==> config.mk <==
export PLATFORM = sky130hd
export DESIGN_NAME = alu_multiplier_flat
export DESIGN_NICKNAME = d
export VERILOG_FILES = /design/src/rtl/alu_multiplier_pkg.sv /design/src/rtl/alu_multiplier_if.sv /design/src/rtl/alu_multiplier_mul_step.sv /design/src/rtl/alu_multiplier.sv /design/src/flat_wrapper.sv
export SDC_FILE = /design/constraint.sdc
export NUM_CORES = 1
export LEC_CHECK = 0
export BUFFER_PORTS_ARGS = -buffer_cell sky130_fd_sc_hd__buf_2
export CAP_MARGIN = 20
export CORE_MARGIN = 2
export CORE_UTILIZATION = 65
export DETAILED_ROUTE_END_ITERATION = 10
export PLACE_DENSITY = 0.84
export SYNTH_ARGS = -nofsm -noshare
export SYNTH_HDL_FRONTEND = slang
export SYNTH_HIERARCHICAL = 1
export SYNTH_SLANG_ARGS = --single-unit
==> constraint.sdc <==
create_clock -name CLK -period 23.2 [get_ports CLK]
set_input_delay 4.64 -clock CLK [delete_from_list [all_inputs] [get_ports CLK]]
set_output_delay 4.64 -clock CLK [all_outputs]
set_load 0.005 [all_outputs]
==> src/rtl/alu_multiplier_pkg.sv <==
// alu_multiplier_pkg: ALU opcode encodings and multiplier helpers shared by the execute-stage units
package alu_multiplier_pkg;
   localparam int ALU_OPCODE_WIDTH = 5;
   typedef logic [ALU_OPCODE_WIDTH-1:0] opcode_t;
   localparam opcode_t ALU_ADD   = 5'd0;
   localparam opcode_t ALU_DIV   = 5'd8;
   localparam opcode_t ALU_MUL   = 5'd12;
   localparam opcode_t ALU_MULH  = 5'd13;
   localparam opcode_t ALU_MULHU = 5'd14;
   function automatic logic is_mul_op(opcode_t op);
      return op == ALU_MUL || op == ALU_MULH || op == ALU_MULHU;
   endfunction
   function automatic logic is_signed_op(opcode_t op);
      return op != ALU_MULHU;
   endfunction
   // -0x80000000 wraps back to 0x80000000, which is the correct unsigned magnitude
   function automatic logic [31:0] magnitude(logic [31:0] v, logic sgn);
      return (sgn && v[31]) ? -v : v;
   endfunction
endpackage

==> src/rtl/alu_multiplier_if.sv <==
// alu_multiplier_if: opcode/operand request and result/busy/done status between execute stage and ALU unit
interface alu_multiplier_if;
   import alu_multiplier_pkg::*;
   opcode_t     opcode;
   logic [31:0] src1;
   logic [31:0] src2;
   logic [31:0] result;
   logic        busy;
   logic        done;
   modport master (output opcode, src1, src2, input result, busy, done);
   modport slave  (input opcode, src1, src2, output result, busy, done);
endinterface

==> src/rtl/alu_multiplier_mul_step.sv <==
// alu_multiplier_mul_step: one shift-and-add iteration folding a multiplier slice into the 64-bit accumulator
module alu_multiplier_mul_step #(
   parameter int BITS_PER_CYCLE = 1
) (
   input  logic [63:0]               acc,
   input  logic [31:0]               mcand,
   input  logic [BITS_PER_CYCLE-1:0] slice,
   input  logic [4:0]                shamt,
   output logic [63:0]               acc_nxt
);
   logic [63:0] sh;
   assign sh      = {32'b0, mcand} << shamt;
   assign acc_nxt = acc + sh * 64'(slice);
endmodule

==> src/rtl/alu_multiplier.sv <==
// alu_multiplier: iterative 32x32 multiplier returning MUL/MULH/MULHU words with a last-product cache
module alu_multiplier
   import alu_multiplier_pkg::*;
#(
   parameter int BITS_PER_CYCLE = 1
) (
   input  logic             CLK,
   input  logic             RST_N,
   alu_multiplier_if.slave  bus
);
   localparam int ITER = 32 / BITS_PER_CYCLE;
   localparam int CW   = $clog2(ITER);
   logic          busy_q, busy_d, done_q, done_d, valid_q, valid_d;
   logic          neg_q, neg_d, hi_q, hi_d, c_sgn_q, c_sgn_d;
   logic [31:0]   result_q, result_d, mcand_q, mcand_d, mplier_q, mplier_d;
   logic [31:0]   c_src1_q, c_src1_d, c_src2_q, c_src2_d;
   logic [63:0]   acc_q, acc_d, cache_q, cache_d, acc_nxt, prod;
   logic [CW-1:0] cnt_q, cnt_d;
   logic [4:0]    shamt;
   logic          req_sgn, hit, last;
   assign req_sgn = is_signed_op(bus.opcode);
   // the low word is identical for signed and unsigned operands, so MUL hits either class
   assign hit     = valid_q && bus.src1 == c_src1_q && bus.src2 == c_src2_q &&
                    (c_sgn_q == req_sgn || bus.opcode == ALU_MUL);
   assign shamt   = 5'(32'(cnt_q) * BITS_PER_CYCLE);
   assign last    = cnt_q == CW'(ITER - 1);
   assign prod    = neg_q ? -acc_nxt : acc_nxt;
   alu_multiplier_mul_step #(.BITS_PER_CYCLE(BITS_PER_CYCLE)) u_step (
      .acc     (acc_q),
      .mcand   (mcand_q),
      .slice   (mplier_q[shamt +: BITS_PER_CYCLE]),
      .shamt   (shamt),
      .acc_nxt (acc_nxt)
   );
   always_comb begin
      busy_d   = busy_q;
      done_d   = 1'b0;
      valid_d  = valid_q;
      neg_d    = neg_q;
      hi_d     = hi_q;
      c_sgn_d  = c_sgn_q;
      result_d = result_q;
      mcand_d  = mcand_q;
      mplier_d = mplier_q;
      c_src1_d = c_src1_q;
      c_src2_d = c_src2_q;
      acc_d    = acc_q;
      cache_d  = cache_q;
      cnt_d    = cnt_q;
      if (!busy_q && is_mul_op(bus.opcode)) begin
         if (hit) begin
            result_d = bus.opcode == ALU_MUL ? cache_q[31:0] : cache_q[63:32];
            done_d   = 1'b1;
         end else begin
            c_src1_d = bus.src1;
            c_src2_d = bus.src2;
            c_sgn_d  = req_sgn;
            hi_d     = bus.opcode != ALU_MUL;
            mcand_d  = magnitude(bus.src1, req_sgn);
            mplier_d = magnitude(bus.src2, req_sgn);
            neg_d    = req_sgn && (bus.src1[31] ^ bus.src2[31]);
            acc_d    = '0;
            cnt_d    = '0;
            busy_d   = 1'b1;
            valid_d  = 1'b0;
         end
      end else if (busy_q) begin
         acc_d = acc_nxt;
         cnt_d = cnt_q + 1'b1;
         if (last) begin
            cache_d  = prod;
            valid_d  = 1'b1;
            result_d = hi_q ? prod[63:32] : prod[31:0];
            busy_d   = 1'b0;
            done_d   = 1'b1;
         end
      end
   end
   always_ff @(posedge CLK or negedge RST_N) begin
      if (!RST_N) begin
         busy_q   <= 1'b0;
         done_q   <= 1'b0;
         valid_q  <= 1'b0;
         neg_q    <= 1'b0;
         hi_q     <= 1'b0;
         c_sgn_q  <= 1'b0;
         result_q <= '0;
         mcand_q  <= '0;
         mplier_q <= '0;
         c_src1_q <= '0;
         c_src2_q <= '0;
         acc_q    <= '0;
         cache_q  <= '0;
         cnt_q    <= '0;
      end else begin
         busy_q   <= busy_d;
         done_q   <= done_d;
         valid_q  <= valid_d;
         neg_q    <= neg_d;
         hi_q     <= hi_d;
         c_sgn_q  <= c_sgn_d;
         result_q <= result_d;
         mcand_q  <= mcand_d;
         mplier_q <= mplier_d;
         c_src1_q <= c_src1_d;
         c_src2_q <= c_src2_d;
         acc_q    <= acc_d;
         cache_q  <= cache_d;
         cnt_q    <= cnt_d;
      end
   end
   assign bus.result = result_q;
   assign bus.busy   = busy_q;
   assign bus.done   = done_q;
endmodule

==> src/flat_wrapper.sv <==
// flat-port wrapper written by rule: the top's interface ports become plain ports
module alu_multiplier_flat import alu_multiplier_pkg::*;
#(
   parameter int BITS_PER_CYCLE = 1
)
  (CLK, RST_N, bus_opcode, bus_src1, bus_src2, bus_result, bus_busy, bus_done);
  alu_multiplier_if bus_i ();
  input  logic CLK;
  input  logic RST_N;
  input wire logic [$bits(bus_i.opcode)-1:0] bus_opcode;
  input wire logic [$bits(bus_i.src1)-1:0] bus_src1;
  input wire logic [$bits(bus_i.src2)-1:0] bus_src2;
  output wire logic [$bits(bus_i.result)-1:0] bus_result;
  output wire logic [$bits(bus_i.busy)-1:0] bus_busy;
  output wire logic [$bits(bus_i.done)-1:0] bus_done;
  assign bus_i.opcode = bus_opcode;
  assign bus_i.src1 = bus_src1;
  assign bus_i.src2 = bus_src2;
  assign bus_result = bus_i.result;
  assign bus_busy = bus_i.busy;
  assign bus_done = bus_i.done;
  alu_multiplier #(.BITS_PER_CYCLE(BITS_PER_CYCLE)) u_core (.CLK(CLK), .RST_N(RST_N), .bus(bus_i));
endmodule
# Yosys cells after proc, flatten, opt, wreduce, memory -nomap -nowiden
# Cells that the tools add are included.
# totals
register_bits	299
latchBits	0
rom_bits	0
output_inout_bits	34
n_memories	0
ram_bits	0
elab_cells	81
in_bits	71
# classes
div_mod_pow	0
mux	27
n_reduce_logical	18
order_cmp	0
n_bitwise	3
mul	1
addsub	5
shifts	2
eq_ne	11
# ops
operator	count
2-to-1 mux 32 bit	8
2-to-1 mux 64 bit	4
adder 64 bit	1
equality test 32 bit	2
multiplier 64 x 1 -> 64 bit	1
negator 32 bit	2
negator 64 bit	1
<< shifter 32 x 5 -> 64 bit	1
indexed part select 32 x 6 -> 1 bit	1
equality test 5 x 4 -> 1 bit, second input constant	3
2-to-1 mux 5 bit	3
2-to-1 mux 1 bit	12
inequality test 5 x 4 -> 1 bit, second input constant	2
AND reduction 3 bit	3
logical AND 1 bit	7
adder 5 x 1 -> 5 bit, second input constant	1
equality test 5 bit, second input constant	1
AND reduction 2 bit	2
nonzero test 2 bit	2
logical OR 1 bit	3
inequality test 2 x 1 -> 1 bit, second input constant	1
inequality test 2 bit, second input constant	1
inverter 1 bit	2
equality test 1 bit	1
other kinds (2)	2

# Longest topological paths before layout
# logic_depth
ltp_word	9
mapped_depth	30
depth_no_buf	25

# By module
# The synthesis kept the hierarchy.
# by_module_without_submodules
mod	n_inst	area_per_inst_um2	seq_area_each_um2	cells_each
alu_multiplier	1	16529.6	7432.1	1694
alu_multiplier_mul_step	1	5740.5	0.0	826

# Least setup slack after synthesis
# OpenSTA, ideal clock, no wires.
# synth_path
path_type	register to register
from	register u_core.cnt_q[0]
to	register u_core.result_q[28] (netlist: u_core/bus.result[28])
setup_ns	0.065
n_path_buf	4
arrival_ns	7.462
path_stages_with_launch	27
period_less_slack_ns	7.528
setup_slack_ns	15.672
required_time_ns	23.135
cell_sequence	dfrtp_1 -> clkbuf_1 -> mux4_2 -> mux4_2 -> mux2_2 -> clkbuf_1 -> nor2b_1 -> nand3_1 -> nor2_1 -> ha_1 -> fa_1 -> a21o_1 -> a221oi_4 -> a21boi_2 -> o2111a_1 -> or3_4 -> nand2_1 -> xnor2_1 -> buf_2 -> or4_1 -> or3_1 -> or3_1 -> clkbuf_1 -> or4_1 -> mux2i_1 -> a2111oi_0 -> o22a_1
# synth_via
elab_chain_cells	9
elab_cells_between_ends	13
classes_between	add/sub (2); mul (1); eq/ne (1); shift (2); mux (5); reduce/logical (2)
# synth_lines
element	line	source
start: declaration	alu_multiplier.sv:18	logic [CW-1:0] cnt_q, cnt_d;
start signal: assignment	alu_multiplier.sv:109	cnt_q <= cnt_d;
indexed part select 32 x 6 -> 1 bit or << shifter 32 x 5 -> 64 bit (tied branches)	alu_multiplier.sv:31, alu_multiplier_mul_step.sv:12	
multiplier 64 x 1 -> 64 bit *	alu_multiplier_mul_step.sv:13	assign acc_nxt = acc + sh * 64'(slice);
adder 64 bit *	alu_multiplier_mul_step.sv:13	
named net u_core.acc_nxt[24]	alu_multiplier.sv:17	logic [63:0] acc_q, acc_d, cache_q, cache_d, acc_nxt, prod;
negator 64 bit *	alu_multiplier.sv:27	assign prod = neg_q ? -acc_nxt : acc_nxt;
2-to-1 mux 64 bit *	alu_multiplier.sv:27	
2-to-1 mux 32 bit *	alu_multiplier.sv:73	result_d = hi_q ? prod[63:32] : prod[31:0];
2-to-1 mux 32 bit *	alu_multiplier.sv:70	if (last) begin
2-to-1 mux 32 bit *	alu_multiplier.sv:67	end else if (busy_q) begin
2-to-1 mux 32 bit *	alu_multiplier.sv:50	if (!busy_q && is_mul_op(bus.opcode)) begin
end signal: assignment	alu_multiplier.sv:102	result_q <= result_d;
end: declaration	alu_multiplier.sv:15	logic [31:0] result_q, result_d, mcand_q, mcand_d, mplier_q, mplier_d;
# The timed path passes the listed nets; every way through them passes the cells marked *. The select of a mux whose other input is x is not followed.
# A chain may end at the register's enable or synchronous reset.

# Worst setup path after layout
# Same ends and word-level chain as after synthesis.

==> results.yml <==
synthesis:
  synth.avg_cell_area_sq_um: 8.837
  synth_top_area_share_pct: 33.37
  synth_edf_count: 0
  synth_cell_types: 90
  netlist_top_cells_area: "dfrtp_1 (33%), mux2_2 (8.3%), o21ai_0 (6.2%)"
  yosysSeqAreaShare_pct: 33.37
  yosysTopAreaCell: "dfrtp_1"
  mappedNetlistArea_sq_um: 22270
  ys_ff_latch: 297
  synth_nets: 2660
  ys.flop_type: "dfrtp_1"
  synthArstFlopShare_pct: 100.0
  syn_inst: 2520
  yosysWarningCount: 6
setup_path:
  cp_cell_sequence: "buf_4, mux4_2, mux4_2, mux2_2, nand2b_1, o22ai_1, ha_1, nand4_1, nor3_1, o221ai_1, a21oi_1, and2_1, nor2_1, xnor2_1, or4_1, or3_1, or3_1, or4_1, mux2i_1, a2111oi_0, o22a_1"
  startpoint_type: "register"
  slowest_stage: "or4_1"
  critPathRequiredTime_ps: 23680
  end_kind: "register"
  crit_fanout: 48
  criticalPathCategory: "register to register"
  critPathMaxStageDelay_ps: 670
  arrival_ps: 9040
clocking:
  post_cts_buffers: 0
  postCtsResizedCells: 0
  root_buffer: "clkbuf_16"
  cts_sinks: 297
  clock_latency_ps: 560
  hold_buffers: 0
  htreeDepth: 2
  cts_tree: "built"
  clk_path_buf_depth: 3
  cts_buffers: 35
  path_clk_slew_ps: 60
sta:
  fmax_ghz: 0.1168
  finalCriticalPeriod_ps: 8560
  setup_violations: 0
  fin_skew_ps: 23.00
  setup_slack_ps: 14640
  setup_tns_ps: 0
  worst_slew_pin_slew_ps: 1160
  slew_headroom_pct: 22.68
  drv_slew: 0
  rsz0062_at_grt: "no"
  finalCritPeriodShare_pct: 36.90
  whs_ps: 472.8
  final-hold-violation-count: 0
run_status:
  status: "complete, no violations"
global_routing:
  antenna_found_initial: 1
  grt_pass1_wl_microns: 111000
  grt_overflow: 0
  grt_start_max_net_pins: 169
  grt_use_total_pct: 39.73
  grt_pass1_vias: 19570
final_layout:
  final_cell_mix: "nand2_1 (331), dfrtp_1 (292), o21ai_0 (278)"
  area_delta_synth_final_pct: 8.495
  mostFrequentLayoutCell: "nand2_1"
  drive_gt1_share_pct: 17.23
  multi_input_area_sq_um: 13930
  final_util_pct: 71.88
  fill_cells: 2578
  regArea_sq_um: 7441
  nets: 2663
drt:
  drt-wirelength-per-cell_microns: 23.66
  ant_nets: 0
  vias_per_cell: 6.732
  firstDrtPassIters: 7
  drtIter0Drc: 2068
  wirelength_microns: 70920
  drc: 0
  via_count: 20180
placed_design:
  port_buffers: 104
  hpwlAfterDp_microns: 51770
  pre_cts_ws_ps: 14830
  finalWeightedCongestion: 1.004
die:
  initial_core_util_pct: 66.25
  num_rows: 67
  ios: 105
  die_h_microns: 189.1
  coreArea_sq_um: 33620
  dieArea_sq_um: 35760
  fp.dieW_microns: 189.1
job:
  cap_violations: 0
worst_hold_path:
  min_path_type: "register to register"
-- through the flow --
| step | std cells | instance area [sq um] |
|---|---|---|
| 3_5_place_dp | 2933 | 22950 |
| 2_1_floorplan | 2520 | 22270 |
| 5_1_grt | 2997 | 24160 |
| 6_report | 2997 | 24160 |
| 3_3_place_gp | 2933 | 22950 |
| 4_1_cts | 2995 | 24140 |
-- per-layer routing --
| layer | track usage [%] | part of all wire [%] | vias to the layer above |
|---|---|---|---|
| met2 | 62.68 | 46 | 1050 |
| met1 | 51.50 | 40 | 9761 |
| met3 | 6.840 | 8.2 | 221 |
| li1 | - | - | 9143 |
| met5 | 0 | 0 | - |
| met4 | 23.74 | 6.5 | 0 |
-- worst paths after layout --
check / depth (start not counted) / startpoint / endpoint / slack [ps]
max: 21 / u_core/cnt_q[0] / u_core/bus.result[28] / 14640
min: 2 / u_core/cache_q[14] / u_core/cache_q[14] / 470
max reg2reg: 21 / u_core/cnt_q[0] / u_core/bus.result[28] / 14640
min reg2reg: 2 / u_core/cache_q[14] / u_core/cache_q[14] / 470
max in group asynchronous: 2 / RST_N / u_core/bus.busy / 17370
min in group asynchronous: 1 / RST_N / u_core/acc_q[17] / 4150
-- critical path, delay by kind of cell, from the launching register on --
kind / cells / cell delay, ps
AND/OR/NAND/NOR: 9 / 3530
AO/OA/AOI/OAI: 5 / 1620
multiplexers: 4 / 1680
buffers and inverters: 1 / 580
flip-flops: 1 / 340
XOR/XNOR: 1 / 240
adder cells (fa/ha/maj): 1 / 470
-- cell usage after synthesis (20+ instances only) --
cell	number
a21o_1	23
a21oi_1	120
a31oi_1	20
and2_1	24
clkbuf_1	150
dfrtp_1	297
ha_1	68
inv_1	53
mux2_2	165
mux2i_1	65
mux4_2	34
nand2_1	332
nand3_1	41
nand4_1	33
nor2_1	129
nor3_1	54
nor4_1	32
o21ai_0	278
o22ai_1	29
o31ai_1	38
or3_1	27
xnor2_1	110
xor2_1	124
-- kinds of logic after synthesis --
family / count (synthesis) / share of synthesized area, %
buffers and inverters: 230 / 4.231
flip-flops: 297 / 33.37
AND/OR/NAND/NOR: 760 / 15.96
multiplexers: 264 / 14.70
adder cells (fa/ha/maj): 69 / 3.910
XOR/XNOR: 234 / 9.203
AO/OA/AOI/OAI: 666 / 18.62
-- state kept, by name (all words and copies together), names as in the netlist --
name / cells
u_core/c_sgn_q: 1
u_core/neg_q: 1
u_core/bus.done: 1
u_core/bus.busy: 1
u_core/valid_q: 1
u_core/mcand_q: 32
u_core/bus.result: 32
u_core/hi_q: 1
u_core/cnt_q: 5
u_core/cache_q: 64
u_core/c_src1_q: 31
u_core/c_src2_q: 31
u_core/mplier_q: 32
u_core/acc_q: 64
-- area by class of cell --
type,instances,area share [%]
multi-input combinational,1993,57.64
clock inverter,11,0.5437
timing repair buffer,142,3.480
sequential,297,30.80
tap,448,2.320
inverter,54,0.8389
clock buffer,51,4.376
antenna,1,0.01036
Power is not shown: default switching activity piles up to over one toggle a cycle in this logic, so the estimate is an artifact.
